## config.mk

```make
export PLATFORM = sky130hd
export DESIGN_NAME = delay_sweep_scheduler
export DESIGN_NICKNAME = d
export VERILOG_FILES = /design/src/rtl/delay_sweep_scheduler.sv
export SDC_FILE = /design/constraint.sdc
export NUM_CORES = 1
export LEC_CHECK = 0
export CORE_ASPECT_RATIO = 1.4
export CORE_MARGIN = 1
export CORE_UTILIZATION = 58
export CTS_CLUSTER_DIAMETER = 80
export DETAILED_ROUTE_END_ITERATION = 8
export PLACE_DENSITY = 0.85
export REMOVE_ABC_BUFFERS = 1
export SYNTH_ARGS = -nofsm -noshare
export SYNTH_HDL_FRONTEND = slang
export SYNTH_SLANG_ARGS = --single-unit
```

## constraint.sdc

```tcl
create_clock -name clk_pll -period 4.4 [get_ports clk_pll]
set_input_delay 0.44 -clock clk_pll [delete_from_list [all_inputs] [get_ports clk_pll]]
set_output_delay 0.44 -clock clk_pll [all_outputs]
set_load 0.1 [all_outputs]
```

## src/rtl/delay_sweep_scheduler.sv

```systemverilog
// Linear inter-pulse delay sweep sequencer for the pulse generator.
// Optional feature: define SWEEP_REPEAT_EN to loop the sweep until abort.
`timescale 1ns/1ps
module delay_sweep_scheduler (
    input  logic        clk_pll,
    input  logic        reset,
    input  logic        start,
    input  logic        abort,
    input  logic [15:0] cfg_del0,
    input  logic [15:0] cfg_step,
    input  logic [7:0]  cfg_npts,
    input  logic [7:0]  cfg_shots,
    input  logic        period_tick,
    output logic [15:0] del,
    output logic        load,
    output logic [7:0]  point_idx,
    output logic        busy,
    output logic        done,
    output logic        overflow
);

    typedef enum logic [1:0] {IDLE = 2'd0, ARM = 2'd1, RUN = 2'd2, DONE = 2'd3} state_t;

    state_t      state_q, state_d;
    logic [15:0] del_q, del_d;
    logic [15:0] step_q, step_d;
    logic [7:0]  idx_q, idx_d;
    logic [7:0]  shot_q, shot_d;
    logic [7:0]  npts_last_q, npts_last_d;
    logic [7:0]  shots_last_q, shots_last_d;
    logic        load_q, load_d;
    logic        busy_q, busy_d;
    logic        done_q, done_d;
    logic        ovf_q, ovf_d;
    logic [16:0] sum_s;
`ifdef SWEEP_REPEAT_EN
    logic [15:0] del0_q, del0_d;
`endif

    assign sum_s = {1'b0, del_q} + {1'b0, step_q};

    // Next-state and registered-output decode; abort outranks tick, tick outranks start
    always_comb begin
        state_d      = state_q;
        del_d        = del_q;
        step_d       = step_q;
        idx_d        = idx_q;
        shot_d       = shot_q;
        npts_last_d  = npts_last_q;
        shots_last_d = shots_last_q;
        load_d       = 1'b0;
        busy_d       = busy_q;
        done_d       = 1'b0;
        ovf_d        = ovf_q;
`ifdef SWEEP_REPEAT_EN
        del0_d       = del0_q;
`endif
        case (state_q)
            IDLE: begin
                if (start && !abort) begin
                    // Zero counts behave as one; store the last valid index instead
                    npts_last_d  = (cfg_npts == 8'd0) ? 8'd0 : cfg_npts - 8'd1;
                    shots_last_d = (cfg_shots == 8'd0) ? 8'd0 : cfg_shots - 8'd1;
                    step_d       = cfg_step;
                    del_d        = cfg_del0;
`ifdef SWEEP_REPEAT_EN
                    del0_d       = cfg_del0;
`endif
                    idx_d        = 8'd0;
                    shot_d       = 8'd0;
                    ovf_d        = 1'b0;
                    load_d       = 1'b1;
                    busy_d       = 1'b1;
                    state_d      = ARM;
                end else begin
                    state_d = IDLE;
                end
            end
            ARM: begin
                if (abort) begin
                    state_d = IDLE;
                    busy_d  = 1'b0;
                end else if (period_tick) begin
                    shot_d  = 8'd0;
                    state_d = RUN;
                end else begin
                    state_d = ARM;
                end
            end
            RUN: begin
                if (abort) begin
                    state_d = IDLE;
                    busy_d  = 1'b0;
                end else if (period_tick) begin
                    if (shot_q < shots_last_q) begin
                        shot_d = shot_q + 8'd1;
                    end else if (idx_q < npts_last_q) begin
                        idx_d  = idx_q + 8'd1;
                        shot_d = 8'd0;
                        load_d = 1'b1;
                        if (sum_s[16]) begin
                            del_d = 16'hFFFF;
                            ovf_d = 1'b1;
                        end else begin
                            del_d = sum_s[15:0];
                        end
                    end else begin
                        done_d = 1'b1;
`ifdef SWEEP_REPEAT_EN
                        del_d  = del0_q;
                        idx_d  = 8'd0;
                        shot_d = 8'd0;
                        ovf_d  = 1'b0;
                        load_d = 1'b1;
`else
                        state_d = DONE;
`endif
                    end
                end else begin
                    state_d = RUN;
                end
            end
            DONE: begin
                state_d = IDLE;
                busy_d  = 1'b0;
            end
            default: begin
                state_d = IDLE;
                busy_d  = 1'b0;
            end
        endcase
    end

    // State and output registers with synchronous active-low reset
    always_ff @(posedge clk_pll) begin
        if (!reset) begin
            state_q      <= IDLE;
            del_q        <= 16'd0;
            step_q       <= 16'd0;
            idx_q        <= 8'd0;
            shot_q       <= 8'd0;
            npts_last_q  <= 8'd0;
            shots_last_q <= 8'd0;
            load_q       <= 1'b0;
            busy_q       <= 1'b0;
            done_q       <= 1'b0;
            ovf_q        <= 1'b0;
`ifdef SWEEP_REPEAT_EN
            del0_q       <= 16'd0;
`endif
        end else begin
            state_q      <= state_d;
            del_q        <= del_d;
            step_q       <= step_d;
            idx_q        <= idx_d;
            shot_q       <= shot_d;
            npts_last_q  <= npts_last_d;
            shots_last_q <= shots_last_d;
            load_q       <= load_d;
            busy_q       <= busy_d;
            done_q       <= done_d;
            ovf_q        <= ovf_d;
`ifdef SWEEP_REPEAT_EN
            del0_q       <= del0_d;
`endif
        end
    end

    assign del       = del_q;
    assign load      = load_q;
    assign point_idx = idx_q;
    assign busy      = busy_q;
    assign done      = done_q;
    assign overflow  = ovf_q;

endmodule

```

* Word-level counts from Yosys, hierarchy flattened *
Cells that the tools add are included.

cells by class
  add/subtract/negate cells = 5
  $lt $le $gt $ge = 2
  eq/ne operators = 15
  muxes and demuxes = 47
  bitwise gates (word level) = 3
  reductions and logical operators = 15

operators with widths
  cell                                               count
  two-way mux 8 bit                                  13
  two-way mux 16 bit                                 6
  case mux 16 bit (2 select lines)                   1
  case mux 8 bit (3 select lines)                    1
  adder 16 x 16 -> 17 bit                            1
  adder 8 x 1 -> 8 bit (second input constant)       2
  zero test 8 bit                                    2
  < comparator 8 bit                                 2
  != test 2 bit (second input constant)              8
  case mux 8 bit (2 select lines)                    1
  subtractor 8 x 1 -> 8 bit (second input constant)  2
  two-way mux 1 bit                                  15
  AND reduction 7 bit                                2
  two-way mux 2 bit                                  6
  != test 4 bit (second input constant)              2
  case mux 2 bit (4 select lines)                    1
  AND reduction 2 bit                                3
  AND reduction 6 bit                                1
  OR reduction 5 bit                                 1
  equality test 2 bit (second input constant)        2
  case mux 1 bit (2 select lines)                    2
  != test 3 bit (second input constant)              1
  NOT 1 bit                                          3
  case mux 1 bit (3 select lines)                    1
  8 further kinds                                    8

storage, ports and cells
  register bits after elaboration = 70
  output and inout bits = 28

* Depth between registers and ports, before layout *
  depth in word-level cells = 7
  depth in mapped cells = 9

* Worst setup path after synthesis *
Ideal clock, no wire load.

  kind = reg-to-reg
  start = register del_q[0], in the netlist del[0]
  end = register del_q[13], in the netlist del[13]
  setup time = 0.106 ns
  arrival time = 2.824 ns
  setup slack = 1.470 ns
  cell stages (with the launch flop) = 10
  cell sequence = dfxtp_1 -> ha_1 -> inv_1 -> fa_1 -> nand2b_1 -> a21oi_1 -> o211ai_1 -> and2_0 -> or3_1 -> o311ai_0

between the ends
  longest elaborated chain between the ends = 7

RTL lines
  element                           line  text
  start, declared                   25    logic [15:0] del_q, del_d;
  start signal, assigned            153   del_q <= del_d;
  adder 16 x 16 -> 17 bit           40    assign sum_s = {1'b0, del_q} + {1'b0, step_q};
  two-way mux 16 bit                101   if (sum_s[16]) begin
  two-way mux 16 bit                97    end else if (idx_q < npts_last_q) begin
  two-way mux 16 bit                95    if (shot_q < shots_last_q) begin
  two-way mux 16 bit                94    end else if (period_tick) begin
  two-way mux 16 bit                91    if (abort) begin
  case mux 16 bit (2 select lines)  58    case (state_q)

No other way between the ends. The select of a mux whose other input is x is not followed.
A chain may end at the register's enable or synchronous reset.

* Worst setup path after layout *
Ends and elaborated chain as after synthesis.

==> out/metrics.yaml <==
setup_path:
  path_class: "reg2reg"
  cp_cell_sequence: "ha_1 -> inv_1 -> fa_1 -> nand2b_1 -> a21oi_1 -> o211ai_1 -> and2_0 -> or3_1 -> o311ai_0"
  worstSetupEndpointType: "flip-flop"
  critical_path_buf_inv_count: 1
  cp_max_fo: 6
  worstSetupStartpointType: "flip-flop"
  cp_slowest_cell: "or3_1"
  critical_path_required_ps: 4660
  crit_arrival_ps: 2990
  cp_top_family: "simple AND/OR/NAND/NOR gates"
  slowest_delay_ps: 410
final_layout:
  drive_gt1_share_pct: 5.69
  design_area_um2: 5660
  layout_common_cells: "clkdlybuf4s50_1, nand2_1, dfxtp_1"
  diodes: 0
  final_common_cell: "clkdlybuf4s50_1"
  instances_no_fill: 750
  area_growth_pct: 22.6
  fin_nets: 738
grt:
  use_met2_pct: 56.5
  grt-ovfl-total: 0
  met1_usage_pct: 29.9
  grt_pass1_vias: 4498
  track_usage_pct: 29.6
  grtUsageMet3_pct: 5.76
  busiest_layer: "met2"
  grt_max_degree: 35
  grt_pass1_wl_mm: 19.5
  antenna_found_initial: 0
hold_path:
  hp-class: "reg2reg"
power_and_ir_drop:
  power_mw: 1.56
  leakage_nw: 2.19
  pwr_density_cell_nw_per_um2: 276
  ir_drop_mv: 0.195
clocking:
  cts_resized: 0
  worstSkewPairLatency_ps: 360
  clock-sinks: 70
  cts_made_buffers: 9
  post_cts_buffers: 0
  hold_buffers: 0
  cts_root_buf: "clkbuf_8"
  cts_tree: "built"
  htreeDepth: 3
  path_clk_slew_ps: 80
  clockBufferDepth: 2
sta:
  relSlewSlack_pct: 28.4
  tns_ps: 0
  setup_viol: 0
  slew_violations: 0
  finalCritPeriodShare_pct: 62.1
  skew_ps: 13.7
  worst_pin_slew_ps: 1070
  rsz0062_at_grt: "false"
  fin_crit_ps: 2730
  hold_viol: 0
  fmax_mhz: 366
floorplan:
  dieArea_um2: 8320
  coreArea_um2: 7750
  row_count: 38
  die_w_um: 77.4
  die_y_um: 108
  initial_core_util_pct: 59.6
  io-pin-count: 81
routing:
  first_pass_iters: 5
  routed_wl_mm: 11.7
  vias: 4542
  drc_errors: 0
  drtIter0Drc: 265
  wl_per_cell_um: 15.6
  ant_nets: 0
  viasPerCell: 6.06
synthesis:
  ys_types: 64
  syn_avg_cell_area_um2: 8.06
  synth_edf_count: 0
  ys_async_sr_fraction_pct: 0
  ys_seq_area_share_pct: 30.4
  synth_cells: 573
  yosysWarnings: 0
  syn-cell-area_um2: 4620
  ys_ff_latch: 70
  synth_ff_type: "dfxtp_1"
place:
  numPortBuffers: 80
  placed_cells_incl_taps: 734
  placed_area_um2: 5480
  dp_hpwl_mm: 8.77
  gp_congestion: 0.897
job:
  cap_violations: 0
outcome:
  status: "finished, final reports clean"
==> cells by family after synthesis <==
| group | count (synthesis) | synth area share [%] |
|---|---|---|
| compound gates | 166 | 25.0 |
| flops | 70 | 30.4 |
| fa+ha+maj | 40 | 11.0 |
| mux | 9 | 2.06 |
| buf+inv | 57 | 4.85 |
| simple gates | 208 | 22.4 |
| xor+xnor | 23 | 4.36 |
==> sequential cells by signal, indices dropped and copies added (netlist names), 2 cells and up <==
| register | cells |
|---|---|
| del | 16 |
| npts_last_q | 8 |
| point_idx | 8 |
| shot_q | 8 |
| shots_last_q | 8 |
| state_q | 2 |
| step_q | 16 |
==> final timing paths <==
check	end	start	depth (start not counted)	slack [ps]
worst max-delay path	del[13]	del[0]	9	1670
worst min-delay path	step_q[4]	step_q[4]	2	470
worst max register to register	del[13]	del[0]	9	1670
worst min register to register	step_q[4]	step_q[4]	2	470
==> synth_stat cells, types with 5 or more instances <==
master | number | area share (%)
xor2_1 | 7 | 1.3
a21boi_0 | 23 | 3.7
and3_1 | 7 | 0.95
nand2b_1 | 10 | 1.4
nor2b_1 | 18 | 2.4
a211oi_1 | 8 | 1.3
nor3_1 | 12 | 1.3
o31ai_1 | 5 | 0.81
ha_1 | 39 | 11
nor3b_1 | 5 | 0.81
a31oi_1 | 6 | 0.81
a21oi_1 | 34 | 3.7
inv_1 | 32 | 2.6
dfxtp_1 | 70 | 30
nand3_1 | 16 | 1.7
and2_1 | 6 | 0.81
clkbuf_1 | 22 | 1.8
o22ai_1 | 14 | 1.9
mux2i_1 | 5 | 1.1
nand4_1 | 6 | 0.81
o21ai_0 | 18 | 2.0
nand2_1 | 76 | 6.2
nor2_1 | 27 | 2.2
a22oi_1 | 12 | 2.0
or3_1 | 11 | 1.5
a21o_1 | 8 | 1.3
xnor2_1 | 16 | 3.0
o211ai_1 | 7 | 1.1
==> worst min-delay path: cells and delay by family, from the launching register on <==
kind	cells	cell delay (ps)
AOI/OAI and AO/OA	1	60
DFF	1	320
and+or+nand+nor	1	50
==> routing by layer <==
layer | share of wire (%) | routed length, um
met3 | 5.9 | 686
met5 | 0 | 0
met1 | 37 | 4400
met4 | 3.4 | 398
met2 | 53 | 6240
==> report_power, final <==
| group | internal [mW] | switching (mW) | total [mW] | leakage (nW) |
|---|---|---|---|---|
| Sequential | 0.661 | 0.0207 | 0.681 | 0.571 |
| Combinational | 0.143 | 0.233 | 0.376 | 1.53 |
| Clock | 0.261 | 0.246 | 0.507 | 0.0904 |
| Total | 1.06 | 0.499 | 1.56 | 2.19 |
==> cell type report <==
class                   instances  area, um2
flip-flops and latches         70       1400
fillers                       607       2090
multi-input cells             446       2990
repair buffers                 86        841
inverters                      32        120
clock inverters                 4       47.5
well taps                     100        125
clock buffers                  12        135
==> stage by stage <==
step | utilization [%] | hold slack (ps) | worst slack (ps)
after floorplan | - | 441 | 1470
after global placement | 70.7 | 454 | 1670
after detailed placement | 70.7 | 465 | 1650
after CTS | 73.0 | 475 | 1720
after global routing | 73.0 | 502 | 1420
final | 73.0 | 474 | 1670
Note: power is estimated with default switching activity, not from simulation.
